<file path="config.mk">
export PLATFORM = sky130hd
export DESIGN_NAME = mem_access_unit
export DESIGN_NICKNAME = d
export VERILOG_FILES = /design/src/rtl/mem_access_unit.sv
export SDC_FILE = /design/constraint.sdc
export NUM_CORES = 1
export LEC_CHECK = 0
export BUFFER_PORTS_ARGS = -buffer_cell sky130_fd_sc_hd__buf_4
export CORE_AREA = 4 4 158 160
export DETAILED_ROUTE_END_ITERATION = 6
export DIE_AREA = 0 0 162 164
export PLACE_DENSITY_LB_ADDON = 0.12
export SYNTH_ARGS = -nofsm -noshare
export SYNTH_HDL_FRONTEND = slang
export SYNTH_SLANG_ARGS = --single-unit
</file>
<file path="constraint.sdc">
create_clock -name clock -period 5.9 [get_ports clock]
set_input_delay 0.295 -clock clock [delete_from_list [all_inputs] [get_ports clock]]
set_output_delay 0.295 -clock clock [all_outputs]
set_load 0.02 [all_outputs]
</file>
<file path="src/rtl/mem_access_unit.sv">
// Load/store bus access controller: alignment check, lane shifting of store data
// and strobes, request/response handshake with timeout and flush handling.
module mem_access_unit #(
    parameter int TIMEOUT_CYCLES = 255
) (
    input  logic        clock,
    input  logic        reset,
    input  logic        mem_valid,
    input  logic        mem_req,
    input  logic [1:0]  mem_size,
    input  logic [63:0] mem_data_addr,
    input  logic [63:0] mem_data_write,
    output logic        mem_ready,
    output logic [1:0]  mem_resp,
    output logic [63:0] mem_data_read,
    output logic        bus_req_valid,
    input  logic        bus_req_ready,
    output logic        bus_req_write,
    output logic [63:0] bus_addr,
    output logic [63:0] bus_wdata,
    output logic [7:0]  bus_wstrb,
    input  logic        bus_resp_valid,
    input  logic [63:0] bus_rdata,
    input  logic        bus_resp_err
);

    typedef enum logic [1:0] {S_IDLE, S_REQ, S_WAIT, S_DONE} state_t;

    localparam logic [7:0] TIMEOUT_LIMIT = 8'(TIMEOUT_CYCLES);

    state_t     state;
    state_t     next_state;
    logic [7:0] cnt;
    logic       abandon;
    logic [1:0] size_q;
    logic [2:0] off_q;
    logic       misaligned;
    logic       timeout_hit;
    logic       flushing;

    function automatic logic [7:0] base_strobe(input logic [1:0] size);
        case (size)
            2'b00:   return 8'h01;
            2'b01:   return 8'h03;
            2'b10:   return 8'h0F;
            default: return 8'hFF;
        endcase
    endfunction

    function automatic logic [2:0] align_mask(input logic [1:0] size);
        case (size)
            2'b00:   return 3'b000;
            2'b01:   return 3'b001;
            2'b10:   return 3'b011;
            default: return 3'b111;
        endcase
    endfunction

    function automatic logic [63:0] size_mask(input logic [1:0] size);
        case (size)
            2'b00:   return 64'h0000_0000_0000_00FF;
            2'b01:   return 64'h0000_0000_0000_FFFF;
            2'b10:   return 64'h0000_0000_FFFF_FFFF;
            default: return 64'hFFFF_FFFF_FFFF_FFFF;
        endcase
    endfunction

    assign misaligned = (mem_data_addr[2:0] & align_mask(mem_size)) != 3'b000;

    always_ff @(posedge clock or negedge reset) begin
        if (!reset) state <= S_IDLE;
        else        state <= next_state;
    end

    // A flushed access still finishes on the bus but skips the DONE pulse.
    always_comb begin
        next_state    = state;
        mem_ready     = 1'b0;
        bus_req_valid = 1'b0;
        timeout_hit   = 1'b0;
        flushing      = abandon || !mem_valid;
        case (state)
            S_IDLE: begin
                if (mem_valid) next_state = misaligned ? S_DONE : S_REQ;
            end
            S_REQ: begin
                bus_req_valid = 1'b1;
                timeout_hit   = (cnt + 8'd1) == TIMEOUT_LIMIT;
                if (timeout_hit)        next_state = flushing ? S_IDLE : S_DONE;
                else if (bus_req_ready) next_state = S_WAIT;
            end
            S_WAIT: begin
                timeout_hit = (cnt + 8'd1) == TIMEOUT_LIMIT;
                if (timeout_hit || bus_resp_valid) next_state = flushing ? S_IDLE : S_DONE;
            end
            S_DONE: begin
                mem_ready  = 1'b1;
                next_state = S_IDLE;
            end
            default: next_state = S_IDLE;
        endcase
    end

    always_ff @(posedge clock or negedge reset) begin
        if (!reset) begin
            cnt           <= 8'd0;
            abandon       <= 1'b0;
            size_q        <= 2'b00;
            off_q         <= 3'b000;
            bus_req_write <= 1'b0;
            bus_addr      <= 64'd0;
            bus_wdata     <= 64'd0;
            bus_wstrb     <= 8'd0;
            mem_resp      <= 2'b00;
            mem_data_read <= 64'd0;
        end else begin
            case (state)
                S_IDLE: begin
                    cnt     <= 8'd0;
                    abandon <= 1'b0;
                    if (mem_valid) begin
                        size_q        <= mem_size;
                        off_q         <= mem_data_addr[2:0];
                        bus_req_write <= mem_req;
                        bus_addr      <= {mem_data_addr[63:3], 3'b000};
                        bus_wdata     <= mem_data_write << {mem_data_addr[2:0], 3'b000};
                        bus_wstrb     <= mem_req ? (base_strobe(mem_size) << mem_data_addr[2:0]) : 8'd0;
                        mem_resp      <= misaligned ? 2'b01 : 2'b00;
                        mem_data_read <= 64'd0;
                    end
                end
                S_REQ, S_WAIT: begin
                    cnt <= cnt + 8'd1;
                    if (!mem_valid) abandon <= 1'b1;
                    // Timeout wins over a response landing in the same cycle.
                    if (timeout_hit) begin
                        mem_resp <= 2'b11;
                    end else if (state == S_WAIT && bus_resp_valid) begin
                        mem_resp      <= bus_resp_err ? 2'b10 : 2'b00;
                        mem_data_read <= bus_req_write ? 64'd0
                                       : (bus_rdata >> {off_q, 3'b000}) & size_mask(size_q);
                    end
                end
                default: ;
            endcase
        end
    end

endmodule

</file>
* Word level (Yosys, flattened, before mapping)
Cells that the tools add are included.
** Word-level totals
- Flip-flop bits (word level) :: 216
- Output and inout port bits :: 205
- Bits of input ports :: 201
- Word-level logic and storage cells :: 80
** Cells by class
- Mux-type cells :: 33
- Bitwise logic cells :: 2
- $add $sub $neg :: 1
- Shift operators :: 3
- Reduce and logical (&&, ||, !) cells :: 15
- Eq/ne operators :: 15
** Operator list (count)
- two-way mux 64 bit :: 7
- one-hot mux 64 bit (3 select lines) :: 1
- one-hot mux 64 bit (2 select lines) :: 1
- AND 64 bit :: 1
- << shifter 64 x 6 -> 64 bit :: 1
- right shift 64 x 6 -> 64 bit :: 1
- two-way mux 8 bit :: 3
- one-hot mux 8 bit (3 select lines) :: 1
- two-way mux 2 bit :: 10
- one-hot mux 8 bit (2 select lines) :: 1
- one-hot mux 3 bit (3 select lines) :: 1
- adder 8 x 1 -> 8 bit, second input constant :: 1
- equality test 2 bit, second input constant :: 4
- equality test 8 bit, second input constant :: 1
- != test 2 bit, second input constant :: 4
- one-hot mux 2 bit (4 select lines) :: 1
- << shifter 8 x 3 -> 8 bit :: 1
- equality test 2 x 1 -> 1 bit, second input constant :: 3
- logical NOT 2 bit :: 3
- AND reduction 3 bit :: 2
- two-way mux 1 bit :: 5
- one-hot mux 2 bit (2 select lines) :: 1
- AND reduction 2 bit :: 2
- AND reduction 4 bit :: 1
- other kinds (11) :: 12

* Longest topological paths before layout
- Word-level depth :: 10
- Depth in mapped cells :: 9
- Gate-level depth less buffers :: 7

* Worst setup path after synthesis
OpenSTA, ideal clock, no wires.
- Path kind :: register -> register
- Start :: reg state[0]
- End :: reg mem_data_read[56]
- Cell stages (with the launch flop) :: 10
- Required time :: 5821 ps
- Slack :: 3526 ps
- Setup time :: 79 ps
- Data arrival time :: 2294 ps
- Buffers on the path :: 2
- Clock period less this slack :: 2374 ps
- Cells stage by stage :: dfrtp_1 inv_1 ha_1 buf_2 nand3b_1 or4b_1 clkbuf_1 nor2_1 nand2_1 mux2i_1
** On the way
- Word-level cells in the longest chain between the ends :: 5
- Elaborated cells between the ends (all ways) :: 12
- Classes of those cells :: 5 x eq/ne; 2 x mux; 5 x reduce/logical
** RTL lines
- from (decl) :: RTL line 31 : state_t state;
- from (signal assigned) :: RTL line 72 : else state <= next_state;
- equality test 2 bit or equality test 2 x 1 -> 1 bit (tied branches) :: RTL line 82, 117, 138
- OR reduction 2 bit (no source line)
- two-way mux 1 bit
- != test 2 bit (no source line)
- AND reduction 4 bit (no source line)
- to (signal assigned) :: RTL line 140 : mem_data_read <= bus_req_write ? 64'd0
- to (decl) :: RTL line 15 : output logic [63:0] mem_data_read,
Several ways; a longest one is shown, not always the timed one.
A chain may end at the register's enable or synchronous reset.

* Final worst setup path
- Start :: reg state[0]
- End :: reg mem_data_read[61]
The elaborated chain is that of the path after synthesis.

==> impl_metrics.toml <==
[detailed_routing]
via_per_inst = 5.627
routedWlPerCell_um = 21.61
vias = 10410
routed_wl_mm = 39.97
drc_errors = 0
dr.pass1.iters = 5
ant_nets = 0
drt_iter0_drc = 738

[synthesis]
syn_inst = 1108
ys.flop_type = "dfrtp_1"
synth_async_sr_flop_share_pct = 100.0
syn_area_um2 = 12000
synth_area_per_cell_um2 = 10.83
synth_edf_count = 0
yosys_warnings = 0
ys_ff_latch = 216
seq_area_frac_synth_pct = 45.03
synth_cell_types = 55

[place]
dp_slack_ns = 2.651
portBuffers = 402
place_area_um2 = 15130
place_congestion = 0.8990
dp_hpwl_mm = 28.36
dp.cells = 1752

[grt]
busiest_layer = "met2"
grtUsageTotal_pct = 29.00
antenna_found_initial = 0
grt_pass1_wl_mm = 60.87
grt.overflow.total = 0
gr-usage-met1_pct = 35.91
first_global_vias = 10680
grt_use_met3_pct = 8.632
met2_usage_pct = 49.22
grt_max_degree = 95

[cts]
h-tree-depth = 1
clk_transition_reported_paths_ns = 0.06
clock-sinks = 216
worstSkewPairLatency_ns = 0.53
clockBufferDepth = 3
numCtsBuffers = 24
cts_tree = "built"
cts-root-buf = "clkbuf_16"

[floorplan]
io_pins = 406
chipHeight_um = 164
coreArea_um2 = 23400
row_count = 56
die_x_um = 162
start_util_pct = 51.29
die_area_um2 = 26570

[hold_path]
min_from = "mem_data_addr[61]"
hp-class = "in2reg"
hold_path_depth = 2
min_to = "bus_addr[61]"

[timing]
grt_setup_unrepaired = "false"
slew_headroom_pct = 27.11
finalHoldViolations = 0
max_freq_mhz = 301.5
fin_hold_ws_ns = 0.01283
setup_tns_ns = 0
worst_pin_slew_ns = 1.085
slew_viol_final = 0
setup_ws_ns = 2.583
finalSetupViolCount = 0
final.period_utilization_pct = 56.22
clock-skew-final_ns = 0.01426
finalCriticalPeriod_ns = 3.317

[pwr]
leakagePower_nw = 7.967
powerDensity_nw_per_um2 = 513.3
p_total_mw = 8.420
peakVddDrop_v = 0.0003483

[final_layout]
drive_gt1_share_pct = 41.01
areaGrowthSynthToFinish_pct = 36.65
finalInstanceArea_um2 = 16400
final_cell_mix = "buf_4, dfrtp_1, mux2i_1"
fin_cells = 1849
nNetsFinal = 1718
postLayoutCoreUtil_pct = 70.09
final_common_cell = "buf_4"
fillers = 1794

[worst_setup_path]
end_kind = "flip-flop"
critPathKind = "reg2reg"
regToRegSetupSlack_ns = 2.58
r2r-start = "state[0]"
r2r_end = "mem_data_read[61]"
crit_fanout = 18
worstPathRequired_ns = 6.34
r2r_cells = 7
cp.arrival_ns = 3.75
start_kind = "flip-flop"

[job]
cap_viol_max_count = 0

[outcome]
outcome = "completed"
==> synth_stat cells, types with 4 or more instances <==
master	instances	area share, %
or3_1	4	0.21
a211oi_1	44	2.8
a211o_1	8	0.58
buf_1	13	0.41
or2_2	12	0.63
mux2_1	4	0.38
mux2_2	90	8.4
nor2_1	96	3.0
o211ai_1	8	0.50
ha_1	6	0.63
nand2b_1	16	0.83
mux2i_1	99	8.3
buf_2	5	0.21
mux2_4	52	6.5
nand3_1	4	0.17
a21oi_1	63	2.6
inv_1	16	0.50
clkbuf_1	62	1.9
dfrtp_1	216	45
o22a_1	8	0.58
a32oi_1	8	0.58
o31ai_1	5	0.31
o21ai_0	63	2.6
nor2b_1	20	1.0
buf_6	7	0.66
mux4_2	16	3.0
nand2_1	97	3.0
a22o_1	25	1.8
==> state kept, by name (all words and copies together), names as in the netlist <==
register,flops
bus_wdata,64
mem_data_read,64
bus_addr,61
bus_wstrb,8
cnt,8
off_q,3
mem_resp,2
size_q,2
state,2
abandon,1
bus_req_write,1
==> cell families after synthesis <==
kind of cell             synth area share (%)
multiplexers                            26.58
buffers and inverters                   3.930
AO/OA/AOI/OAI                           13.93
AND/OR/NAND/NOR                         9.881
adder cells (fa/ha/maj)                0.6254
flip-flops                              45.03
other                                 0.03124
==> final cells by class <==
type                            instances  area (µm²)  share of cell area, %
Antenna cell                            1       2.502                0.01526
Inverter                               17       63.81                 0.3890
Timing Repair Buffer                  465        3628                  22.12
Clock buffer                           37       699.4                  4.264
Multi-Input combinational cell        787        6156                  37.53
Sequential cell                       216        5408                  32.97
Tap cell                              319       399.1                  2.433
Clock inverter                          7       46.29                 0.2822
==> worst max-delay path: stages (launching register included) <==
cell and delay (ns):
dfrtp_1 0.40, inv_1 0.10, ha_1 0.51, nand3b_1 0.55, or4b_1 0.87, nor2_1 0.53, nand2_1 0.12, mux2i_1 0.16
==> power breakdown <==
group | total, mW | switching, mW | internal [mW]
logic | 4.48 | 2.47 | 2.00
registers | 2.50 | 0.425 | 2.08
clock network | 1.44 | 0.624 | 0.817
total | 8.42 | 3.52 | 4.90
==> worst max path at each step <==
stage                     startpoint  slack, ns                 to
after floorplan             state[0]       3.53  mem_data_read[56]
after global placement      state[0]       2.79  mem_data_read[58]
after detailed placement    state[0]       2.65  mem_data_read[58]
after CTS                   state[0]       2.63  mem_data_read[61]
after global routing        state[0]       2.36  mem_data_read[56]
final                       state[0]       2.58  mem_data_read[61]
==> metal layers <==
metal | vias up | wire length [µm]
met5 | - | 0
met4 | 0 | 1403
li1 | 4786 | -
met3 | 68 | 3433
met1 | 5107 | 15670
met2 | 444 | 19460
==> timing repair <==
item,CTS,global route
hold endpoints to repair,143,0
setup buffers,0,0
hold buffers,52,0
resized for setup,0,0
Note: power is estimated with default switching activity, not from simulation.
